### config.mk
export PLATFORM = sky130hd
export DESIGN_NAME = dpram_burst_ctrl
export DESIGN_NICKNAME = d
export VERILOG_FILES = /design/src/rtl/dpram_pkg.sv /design/src/rtl/dpram_rd_pipe.sv /design/src/rtl/dpram_burst_ctrl.sv
export SDC_FILE = /design/constraint.sdc
export NUM_CORES = 1
export LEC_CHECK = 0
export BUFFER_PORTS_ARGS = -buffer_cell sky130_fd_sc_hd__buf_4
export CAP_MARGIN = 0
export CORE_AREA = 2 2 87 47
export CTS_CLUSTER_DIAMETER = 80
export CTS_CLUSTER_SIZE = 25
export DETAILED_ROUTE_END_ITERATION = 6
export DIE_AREA = 0 0 89 49
export GPL_TIMING_DRIVEN = 0
export PLACE_DENSITY = 0.69
export SYNTH_ARGS = -nofsm -noshare
export SYNTH_HDL_FRONTEND = slang
export SYNTH_SLANG_ARGS = --single-unit
### constraint.sdc
create_clock -name clk -period 3.89 [get_ports clk]
set_input_delay 0.5835 -clock clk [delete_from_list [all_inputs] [get_ports clk]]
set_output_delay 0.5835 -clock clk [all_outputs]
set_load 0.1 [all_outputs]
### src/rtl/dpram_pkg.sv
`default_nettype none
// ============================================================================
// Module : dpram_pkg -- shared DPRAM widths and burst FSM encoding
// Rev    : 1.0
// ============================================================================
package dpram_pkg;

    localparam int DPRAM_ADDR_W = 4;
    localparam int DPRAM_DATA_W = 4;

    // Cycles spent in DRAIN before the final read beat lands on rd_valid
    localparam int DRAIN_CYCLES = 2;

    typedef enum logic [1:0] {
        ST_IDLE  = 2'd0,
        ST_WRITE = 2'd1,
        ST_READ  = 2'd2,
        ST_DRAIN = 2'd3
    } state_t;

endpackage
`default_nettype wire

### src/rtl/dpram_rd_pipe.sv
`default_nettype none
// ============================================================================
// Module : dpram_rd_pipe -- aligns DPRAM read data to its issued address
// Rev    : 1.0
// ============================================================================
module dpram_rd_pipe
    import dpram_pkg::*;
#(
    parameter int DATA_W = DPRAM_DATA_W
) (
    input  logic              clk,
    input  logic              rst,
    input  logic              issue_i,
    input  logic [DATA_W-1:0] ram_data_i,
    output logic              rd_valid_o,
    output logic [DATA_W-1:0] rd_data_o
);

    logic [1:0]        vld_q;
    logic              rd_valid_q;
    logic [DATA_W-1:0] rd_data_q;

    // Stage 0 tracks the address edge, stage 1 the RAM output cycle
    always_ff @(posedge clk) begin
        if (!rst) begin
            vld_q      <= 2'b00;
            rd_valid_q <= 1'b0;
            rd_data_q  <= '0;
        end else begin
            vld_q      <= {vld_q[0], issue_i};
            rd_valid_q <= vld_q[1];
            if (vld_q[1]) begin
                rd_data_q <= ram_data_i;
            end
        end
    end

    assign rd_valid_o = rd_valid_q;
    assign rd_data_o  = rd_data_q;

endmodule
`default_nettype wire

### src/rtl/dpram_burst_ctrl.sv
`default_nettype none
// ============================================================================
// Module : dpram_burst_ctrl -- read/write burst engine on DPRAM port 1
// Rev    : 1.0
// ============================================================================
module dpram_burst_ctrl
    import dpram_pkg::*;
#(
    parameter int ADDR_W = DPRAM_ADDR_W,
    parameter int DATA_W = DPRAM_DATA_W
) (
    input  logic              clk,
    input  logic              rst,
    input  logic              cmd_valid,
    output logic              cmd_ready,
    input  logic              cmd_rd,
    input  logic [ADDR_W-1:0] cmd_addr,
    input  logic [ADDR_W-1:0] cmd_len,
    input  logic              wr_valid,
    output logic              wr_ready,
    input  logic [DATA_W-1:0] wr_data,
    output logic              rd_valid,
    output logic [DATA_W-1:0] rd_data,
    output logic              busy,
    output logic              done,
    output logic [ADDR_W-1:0] addr1,
    output logic [DATA_W-1:0] data_in1,
    output logic              we1,
    input  logic [DATA_W-1:0] data_out1
);

    localparam logic [ADDR_W:0]   c_CNT_ONE   = (ADDR_W+1)'(1);
    localparam logic [ADDR_W-1:0] c_ADDR_ONE  = ADDR_W'(1);
    localparam logic [ADDR_W:0]   c_DRAIN_END = (ADDR_W+1)'(DRAIN_CYCLES - 1);

    state_t            state_q, state_d;
    logic [ADDR_W-1:0] addr_q, addr_d;
    logic [ADDR_W-1:0] len_q, len_d;
    logic [ADDR_W:0]   cnt_q, cnt_d;
    logic [ADDR_W-1:0] addr1_q, addr1_d;
    logic [DATA_W-1:0] data_in1_q, data_in1_d;
    logic              we1_q, we1_d;
    logic              done_q, done_d;

    logic              w_cmd_hs;
    logic              w_wr_hs;
    logic              w_wr_last;
    logic              w_issue;
    logic [ADDR_W:0]   w_len_ext;
    logic [ADDR_W-1:0] w_addr_inc;

    // Gated by rst so the port reads low while reset is held
    assign cmd_ready  = (state_q == ST_IDLE) && rst;
    assign w_len_ext  = {1'b0, len_q};
    assign w_wr_last  = (cnt_q == (w_len_ext + c_CNT_ONE));
    assign wr_ready   = (state_q == ST_WRITE) && !w_wr_last;
    assign w_cmd_hs   = cmd_valid && cmd_ready;
    assign w_wr_hs    = wr_valid && wr_ready;
    assign w_addr_inc = addr_q + c_ADDR_ONE;

    always_comb begin
        state_d    = state_q;
        addr_d     = addr_q;
        len_d      = len_q;
        cnt_d      = cnt_q;
        addr1_d    = addr1_q;
        data_in1_d = data_in1_q;
        we1_d      = 1'b0;
        done_d     = 1'b0;
        w_issue    = 1'b0;

        case (state_q)
            ST_IDLE: begin
                if (w_cmd_hs) begin
                    addr_d  = cmd_addr;
                    len_d   = cmd_len;
                    cnt_d   = '0;
                    state_d = cmd_rd ? ST_READ : ST_WRITE;
                end
            end

            ST_WRITE: begin
                if (w_wr_last) begin
                    state_d = ST_IDLE;
                    done_d  = 1'b1;
                end else if (w_wr_hs) begin
                    we1_d      = 1'b1;
                    addr1_d    = addr_q;
                    data_in1_d = wr_data;
                    addr_d     = w_addr_inc;
                    cnt_d      = cnt_q + c_CNT_ONE;
                end
            end

            ST_READ: begin
                w_issue = 1'b1;
                addr1_d = addr_q;
                addr_d  = w_addr_inc;
                cnt_d   = cnt_q + c_CNT_ONE;
                if (cnt_q == w_len_ext) begin
                    state_d = ST_DRAIN;
                    cnt_d   = '0;
                end
            end

            ST_DRAIN: begin
                // Leave as the last issued beat reaches rd_valid
                if (cnt_q == c_DRAIN_END) begin
                    state_d = ST_IDLE;
                    done_d  = 1'b1;
                end else begin
                    cnt_d = cnt_q + c_CNT_ONE;
                end
            end

            default: begin
                state_d = ST_IDLE;
            end
        endcase
    end

    always_ff @(posedge clk) begin
        if (!rst) begin
            state_q    <= ST_IDLE;
            addr_q     <= '0;
            len_q      <= '0;
            cnt_q      <= '0;
            addr1_q    <= '0;
            data_in1_q <= '0;
            we1_q      <= 1'b0;
            done_q     <= 1'b0;
        end else begin
            state_q    <= state_d;
            addr_q     <= addr_d;
            len_q      <= len_d;
            cnt_q      <= cnt_d;
            addr1_q    <= addr1_d;
            data_in1_q <= data_in1_d;
            we1_q      <= we1_d;
            done_q     <= done_d;
        end
    end

    dpram_rd_pipe #(
        .DATA_W (DATA_W)
    ) u_rd_pipe (
        .clk        (clk),
        .rst        (rst),
        .issue_i    (w_issue),
        .ram_data_i (data_out1),
        .rd_valid_o (rd_valid),
        .rd_data_o  (rd_data)
    );

    assign busy     = (state_q != ST_IDLE);
    assign done     = done_q;
    assign addr1    = addr1_q;
    assign data_in1 = data_in1_q;
    assign we1      = we1_q;

endmodule
`default_nettype wire

# [Word-level counts from Yosys, hierarchy flattened]
# Cells that the tools add are included.
[totals] latchBits=0 romBits=0 ram_bits=0 inputBits=21 register_bits=32 n_memories=0
[classes] addsub=3 div_mod_pow=0 multipliers=0 n_shift=0 n_reduce_logical=16 n_bitwise=3 n_eq_ne=13 n_lt_le_gt_ge=0 n_mux=24
[ops] operator="5-bit 2-to-1 mux" n=5
[ops] operator="4-bit 2-to-1 mux" n=5
[ops] operator="5-bit case mux with 4 select lines" n=1
[ops] operator="2-bit != test, second input constant" n=7
[ops] operator="4-bit case mux with 3 select lines" n=1
[ops] operator="4-bit AND reduction" n=3
[ops] operator="2-bit 2-to-1 mux" n=5
[ops] operator="2-bit case mux with 4 select lines" n=1
[ops] operator="4-bit case mux with 2 select lines" n=1
[ops] operator="3-bit AND reduction" n=2
[ops] operator="4-bit by 1-bit adder with 5-bit output, second input constant" n=1
[ops] operator="5-bit by 1-bit adder with 5-bit output, second input constant" n=1
[ops] operator="5-bit by 1-bit == test with 1-bit output, second input constant" n=1
[ops] operator="5-bit by 4-bit == test with 1-bit output" n=1
[ops] operator="5-bit == test" n=1
[ops] operator="4-bit by 1-bit adder with 4-bit output, second input constant" n=1
[ops] operator="2-bit == test, second input constant" n=2
[ops] operator="1-bit logical AND" n=4
[ops] operator="1-bit 2-to-1 mux" n=4
[ops] operator="2-bit nonzero test" n=2
[ops] operator="1-bit inverter" n=3
[ops] operator="3-bit nonzero test" n=1
[ops] operator="3-bit OR reduction" n=1
[ops] operator="2-bit by 1-bit == test with 1-bit output, second input constant" n=1
[ops] operator="other kinds (4)" n=4

# [Longest topological paths before layout]
[logic_depth] depth_word=8 mapped_depth=9 depth_no_buf=8

# [Hierarchy]
# Synthesis repeated with hierarchy kept, for this count alone.
[hier_totals] cells_unflattened=186 hier_area_um2=1652.8
[by_module_without_submodules] mod="dpram_burst_ctrl" area_per_inst_um2=1416.4 instances=1 cells_each=167
[by_module_without_submodules] mod="dpram_rd_pipe" area_per_inst_um2=236.5 instances=1 cells_each=19

# [Worst setup path before layout]
# OpenSTA, ideal clock, no wires.
[synth_path] path_type="flip-flop to output port" start="register state_q[0]" end="output cmd_ready" slack_ns=0.648 stages_incl_launch_ff=6 arrival_time_ns=2.658 required_time_ns=3.306 path_buffers=1 cell_sequence="dfxtp_1 -> inv_1 -> ha_1 -> clkbuf_1 -> inv_1 -> nor2_1"
[synth_between] elab_chain_cells=2
[synth_lines] item="start: declaration" line_no="dpram_burst_ctrl.sv:36" rtl="state_t state_q, state_d;"
[synth_lines] item="start signal: assignment" line_no="dpram_burst_ctrl.sv:133" rtl="state_q <= state_d;"
[synth_lines] item="2-bit zero test" line_no="dpram_burst_ctrl.sv:53" rtl="assign cmd_ready = (state_q == ST_IDLE) && rst;"
[synth_lines] item="1-bit logical AND" line_no="dpram_burst_ctrl.sv:53"
[synth_lines] item="end: declaration" line_no="dpram_burst_ctrl.sv:15" rtl="output logic cmd_ready,"
# No other way between the ends.

# [Worst setup path after layout]
[layout_path] start="register len_q[1]" end="output wr_ready"
[layout_between] elab_chain_cells=4
[layout_lines] item="start: declaration" line_no="dpram_burst_ctrl.sv:38" rtl="logic [ADDR_W-1:0] len_q, len_d;"
[layout_lines] item="start signal: assignment" line_no="dpram_burst_ctrl.sv:135" rtl="len_q <= len_d;"
[layout_lines] item="4-bit by 1-bit adder with 5-bit output" line_no="dpram_burst_ctrl.sv:55" rtl="assign w_wr_last = (cnt_q == (w_len_ext + c_CNT_ONE));"
[layout_lines] item="5-bit == test" line_no="dpram_burst_ctrl.sv:55"
[layout_lines] item="1-bit zero test" line_no="dpram_burst_ctrl.sv:56" rtl="assign wr_ready = (state_q == ST_WRITE) && !w_wr_last;"
[layout_lines] item="1-bit logical AND" line_no="dpram_burst_ctrl.sv:56"
[layout_lines] item="end: declaration" line_no="dpram_burst_ctrl.sv:20" rtl="output logic wr_ready,"
# No other way between the ends.

==> flow_results.xml <==
<?xml version="1.0" encoding="UTF-8"?>
<metrics>
  <group name="yosys">
    <metric name="mappedNetlistNets" unit="">213</metric>
    <metric name="synthesis.area" unit="sq um">1620</metric>
    <metric name="synth_top_area_share" unit="%">39.6</metric>
    <metric name="netlist-cell-type-count" unit="">41</metric>
    <metric name="synth_largest_area_cell" unit="">sky130_fd_sc_hd__dfxtp_1</metric>
    <metric name="synth-seq-cells" unit="">32</metric>
    <metric name="post_synth_main_area_contributors" unit="">sky130_fd_sc_hd__dfxtp_1, sky130_fd_sc_hd__mux2i_1, sky130_fd_sc_hd__ha_1, sky130_fd_sc_hd__nand2_1, sky130_fd_sc_hd__a21oi_1</metric>
    <metric name="synth-main-ff-cell" unit="">sky130_fd_sc_hd__dfxtp_1</metric>
    <metric name="async_flop_share" unit="%">0</metric>
    <metric name="synth_enable_flop_cells" unit="">0</metric>
    <metric name="synth_warnings" unit="">0</metric>
    <metric name="synth.yosys.seq_area_share" unit="%">39.6</metric>
    <metric name="postSynthAreaPerCell" unit="sq um">8.85</metric>
    <metric name="post_synth_inst_count" unit="">183</metric>
  </group>
  <group name="route">
    <metric name="drt-vias-per-instance" unit="">4.89</metric>
    <metric name="drtPass1Iterations" unit="">4</metric>
    <metric name="via_count" unit="">1384</metric>
    <metric name="route.final.wire_length" unit="mm">3.76</metric>
    <metric name="drc_errors" unit="">0</metric>
    <metric name="drt.antenna.violating_nets" unit="">0</metric>
    <metric name="violation_count_after_the_first_detailed_route_iteration" unit="">57</metric>
    <metric name="wire_per_inst" unit="microns">13.3</metric>
  </group>
  <group name="sta">
    <metric name="setup_tns" unit="ps">0</metric>
    <metric name="hold_violations" unit="">0</metric>
    <metric name="timing.final.crit_share" unit="%">69.2</metric>
    <metric name="max_clock_freq" unit="MHz">371</metric>
    <metric name="finalMaxSlewViolations" unit="">0</metric>
    <metric name="setup_repair_after_global_routing_missed_its_margin" unit="">no</metric>
    <metric name="timing.clock.skew" unit="ps">11.2</metric>
    <metric name="worst_slew_pin_slew" unit="ps">475</metric>
    <metric name="setup_viol_count_final" unit="">0</metric>
    <metric name="slew_headroom" unit="%">68.2</metric>
    <metric name="post-route-min-period" unit="ps">2690</metric>
  </group>
  <group name="power">
    <metric name="netSwitchingFraction" unit="%">45.9</metric>
    <metric name="power.combinational.fraction" unit="%">47.2</metric>
    <metric name="seq_power_share" unit="%">32.6</metric>
    <metric name="ir_drop" unit="mV">0.540</metric>
    <metric name="cell_internal_pwr" unit="W">0.000714</metric>
    <metric name="clock_power_share" unit="%">20.2</metric>
    <metric name="p_leak" unit="nW">0.927</metric>
    <metric name="netSwitchingPower" unit="W">0.000606</metric>
    <metric name="power_density" unit="nW/um^2">639</metric>
  </group>
  <group name="die">
    <metric name="core" unit="sq um">3680</metric>
    <metric name="die_area" unit="sq um">4360</metric>
    <metric name="initial_cell_density_of_the_core" unit="%">44.0</metric>
    <metric name="io_pins" unit="">39</metric>
    <metric name="row_count" unit="">16</metric>
    <metric name="die_w" unit="microns">89</metric>
    <metric name="fp.dieH" unit="microns">49</metric>
  </group>
  <group name="cells_and_area">
    <metric name="antenna-diode-count" unit="">0</metric>
    <metric name="final_design_area_no_fill" unit="sq um">2070</metric>
    <metric name="final_nets" unit="">258</metric>
    <metric name="area.sequential" unit="sq um">641</metric>
    <metric name="layout.filler_cells" unit="">372</metric>
    <metric name="multi_input_comb_area" unit="sq um">907</metric>
    <metric name="drive_gt1_share" unit="%">22.7</metric>
    <metric name="layout-area-overhead-vs-synth" unit="%">27.6</metric>
  </group>
  <group name="global_route">
    <metric name="maximum_number_of_pins_on_one_net_before_global_route_repair" unit="">11</metric>
    <metric name="top_usage_layer" unit="">met1</metric>
    <metric name="grt_pass1_vias" unit="">1282</metric>
    <metric name="track_usage" unit="%">18.4</metric>
    <metric name="grt.overflow.total" unit="">0</metric>
    <metric name="grt_first_pass_wirelength" unit="mm">6.13</metric>
    <metric name="grt_antenna_before_repair" unit="">0</metric>
    <metric name="gr-usage-met2" unit="%">25.2</metric>
    <metric name="grt_util_met3" unit="%">5.58</metric>
    <metric name="use_met1" unit="%">28.2</metric>
  </group>
  <group name="worst_setup_path">
    <metric name="cp_data_required_time" unit="ps">3310</metric>
    <metric name="path_max_fanout" unit="">4</metric>
    <metric name="path_class" unit="">flop to primary output</metric>
    <metric name="endpoint_kind" unit="">primary output</metric>
    <metric name="worst-endpoint-arrival" unit="ps">2110</metric>
    <metric name="crit_path_start_kind" unit="">flop</metric>
  </group>
  <group name="clocking">
    <metric name="post_cts.repair.setup_buffers" unit="">0</metric>
    <metric name="cts.path.max_buffers" unit="">2</metric>
    <metric name="cts.sinks" unit="">32</metric>
    <metric name="ctsRootBufferMaster" unit="">sky130_fd_sc_hd__clkbuf_8</metric>
    <metric name="worst_skew_pair.late_latency" unit="ps">280</metric>
    <metric name="clock_tree.htree_level_count" unit="">2</metric>
    <metric name="cts-hold-fix-buffers" unit="">0</metric>
    <metric name="clkTransAtPathRegs" unit="ps">60</metric>
    <metric name="cts-buffers-inserted" unit="">5</metric>
    <metric name="tritoncts" unit="">built</metric>
    <metric name="cts_repair_resize_count" unit="">0</metric>
  </group>
  <group name="run_status">
    <metric name="run_status" unit="">finished clean</metric>
  </group>
  <group name="place">
    <metric name="place.detailed.hpwl" unit="mm">2.91</metric>
    <metric name="gp_routability_congestion" unit="">0.809</metric>
    <metric name="place_area" unit="sq um">1970</metric>
    <metric name="port_buffers" unit="">38</metric>
  </group>
  <group name="job">
    <metric name="maximum_capacitance_violations" unit="">0</metric>
  </group>
  <group name="min_path">
    <metric name="hold_path.class" unit="">flop to flop</metric>
  </group>
</metrics>
## registers in the layout, indices dropped and copies added, names as in the netlist
signal and cells:
len_q 4, we1 1, u_rd_pipe.vld_q 2, cnt_q 5, done 1, addr1 4
state_q 2, u_rd_pipe.rd_valid_o 1, u_rd_pipe.rd_data_o 4, addr_q 4, data_in1 4
## cell type report
type,instances,area share [%]
sequential,32,31.0
multi-input combinational,134,43.9
tap,54,3.27
clock inverter,1,0.363
timing repair buffer,38,13.8
clock buffer,7,4.18
buffer,7,1.64
inverter,10,1.82
## logic make-up after synthesis
family | synth area share [%]
and+or+nand+nor | 20.3
AOI/OAI and AO/OA | 13.8
xor gates and xnor gates | 4.87
DFF | 39.6
adders and majority gates | 6.96
buffers and inverters | 4.40
muxes | 10.0
## final timing paths
kind | from | end | slack (ps) | cells after the start
max | len_q[1]$_SDFFE_PN0P_ | wr_ready | 1200 | 6
min | u_rd_pipe.vld_q[0]$_SDFF_PN0_ | u_rd_pipe.vld_q[1]$_SDFF_PN0_ | 430 | 1
max reg2reg | len_q[1]$_SDFFE_PN0P_ | state_q[0]$_SDFFE_PN0P_ | 1460 | 7
min reg2reg | u_rd_pipe.vld_q[0]$_SDFF_PN0_ | u_rd_pipe.vld_q[1]$_SDFF_PN0_ | 430 | 1
## cells in the final DEF (no fill, tap or decap), types with 2 or more instances in the layout
master	synthesis	routed
sky130_fd_sc_hd__nand3_1	9	9
sky130_fd_sc_hd__clkbuf_8	0	6
sky130_fd_sc_hd__nor3_1	2	2
sky130_fd_sc_hd__nand2_1	26	26
sky130_fd_sc_hd__xor2_1	5	5
sky130_fd_sc_hd__dfxtp_1	32	32
sky130_fd_sc_hd__nor2b_1	2	2
sky130_fd_sc_hd__a22o_1	2	2
sky130_fd_sc_hd__mux2_2	2	2
sky130_fd_sc_hd__o211ai_1	3	3
sky130_fd_sc_hd__inv_1	9	9
sky130_fd_sc_hd__a21o_1	3	3
sky130_fd_sc_hd__nor2_1	13	13
sky130_fd_sc_hd__and3_1	2	2
sky130_fd_sc_hd__mux2i_1	14	14
sky130_fd_sc_hd__o32ai_1	2	2
sky130_fd_sc_hd__a21oi_1	12	12
sky130_fd_sc_hd__o31a_1	2	2
sky130_fd_sc_hd__xnor2_1	4	4
sky130_fd_sc_hd__and2_1	3	3
sky130_fd_sc_hd__nand2b_1	3	3
sky130_fd_sc_hd__ha_1	9	9
sky130_fd_sc_hd__buf_4	0	38
sky130_fd_sc_hd__clkbuf_1	5	6
## metrics by stage
stage	power (W)	hold slack (ps)	util, %	std cells	worst slack, ps
floorplan	0.000918	412	-	183	648
global placement	0.00105	422	53.5	275	1510
detailed placement	0.00105	421	53.5	275	1480
CTS	0.00132	437	56.1	283	1190
global route	0.00140	466	56.1	283	1100
finish	0.00132	434	56.1	283	1200
## power by group through the flow
stage          clock network, W  logic, W  registers (W)
3_3_place_gp                  0  0.000614       0.000435
2_1_floorplan                 0  0.000367       0.000551
3_5_place_dp                  0  0.000617       0.000437
5_1_grt                0.000289  0.000667       0.000440
6_report               0.000267  0.000623       0.000430
4_1_cts                0.000273  0.000622       0.000430
## critical path: stages, from the launching register on
cell,delay [ps]
sky130_fd_sc_hd__dfxtp_1,400
sky130_fd_sc_hd__ha_1,240
sky130_fd_sc_hd__or3b_1,350
sky130_fd_sc_hd__a21oi_1,180
sky130_fd_sc_hd__nor2_1,70
sky130_fd_sc_hd__o31a_1,330
sky130_fd_sc_hd__buf_4,250
## synthesized netlist by cell type, types with 3 or more instances
cell,n
sky130_fd_sc_hd__dfxtp_1,32
sky130_fd_sc_hd__nand2_1,26
sky130_fd_sc_hd__mux2i_1,14
sky130_fd_sc_hd__nor2_1,13
sky130_fd_sc_hd__a21oi_1,12
sky130_fd_sc_hd__ha_1,9
sky130_fd_sc_hd__inv_1,9
sky130_fd_sc_hd__nand3_1,9
sky130_fd_sc_hd__clkbuf_1,5
sky130_fd_sc_hd__xor2_1,5
sky130_fd_sc_hd__xnor2_1,4
sky130_fd_sc_hd__a21o_1,3
sky130_fd_sc_hd__and2_1,3
sky130_fd_sc_hd__nand2b_1,3
sky130_fd_sc_hd__o211ai_1,3
## per-layer routing
metal | routed length [microns] | part of all wire [%]
met1 | 2110 | 56
met2 | 1410 | 38
met3 | 213 | 5.7
met4 | 21 | 0.56
met5 | 0 | 0
Note: power is estimated with default switching activity, not from simulation.
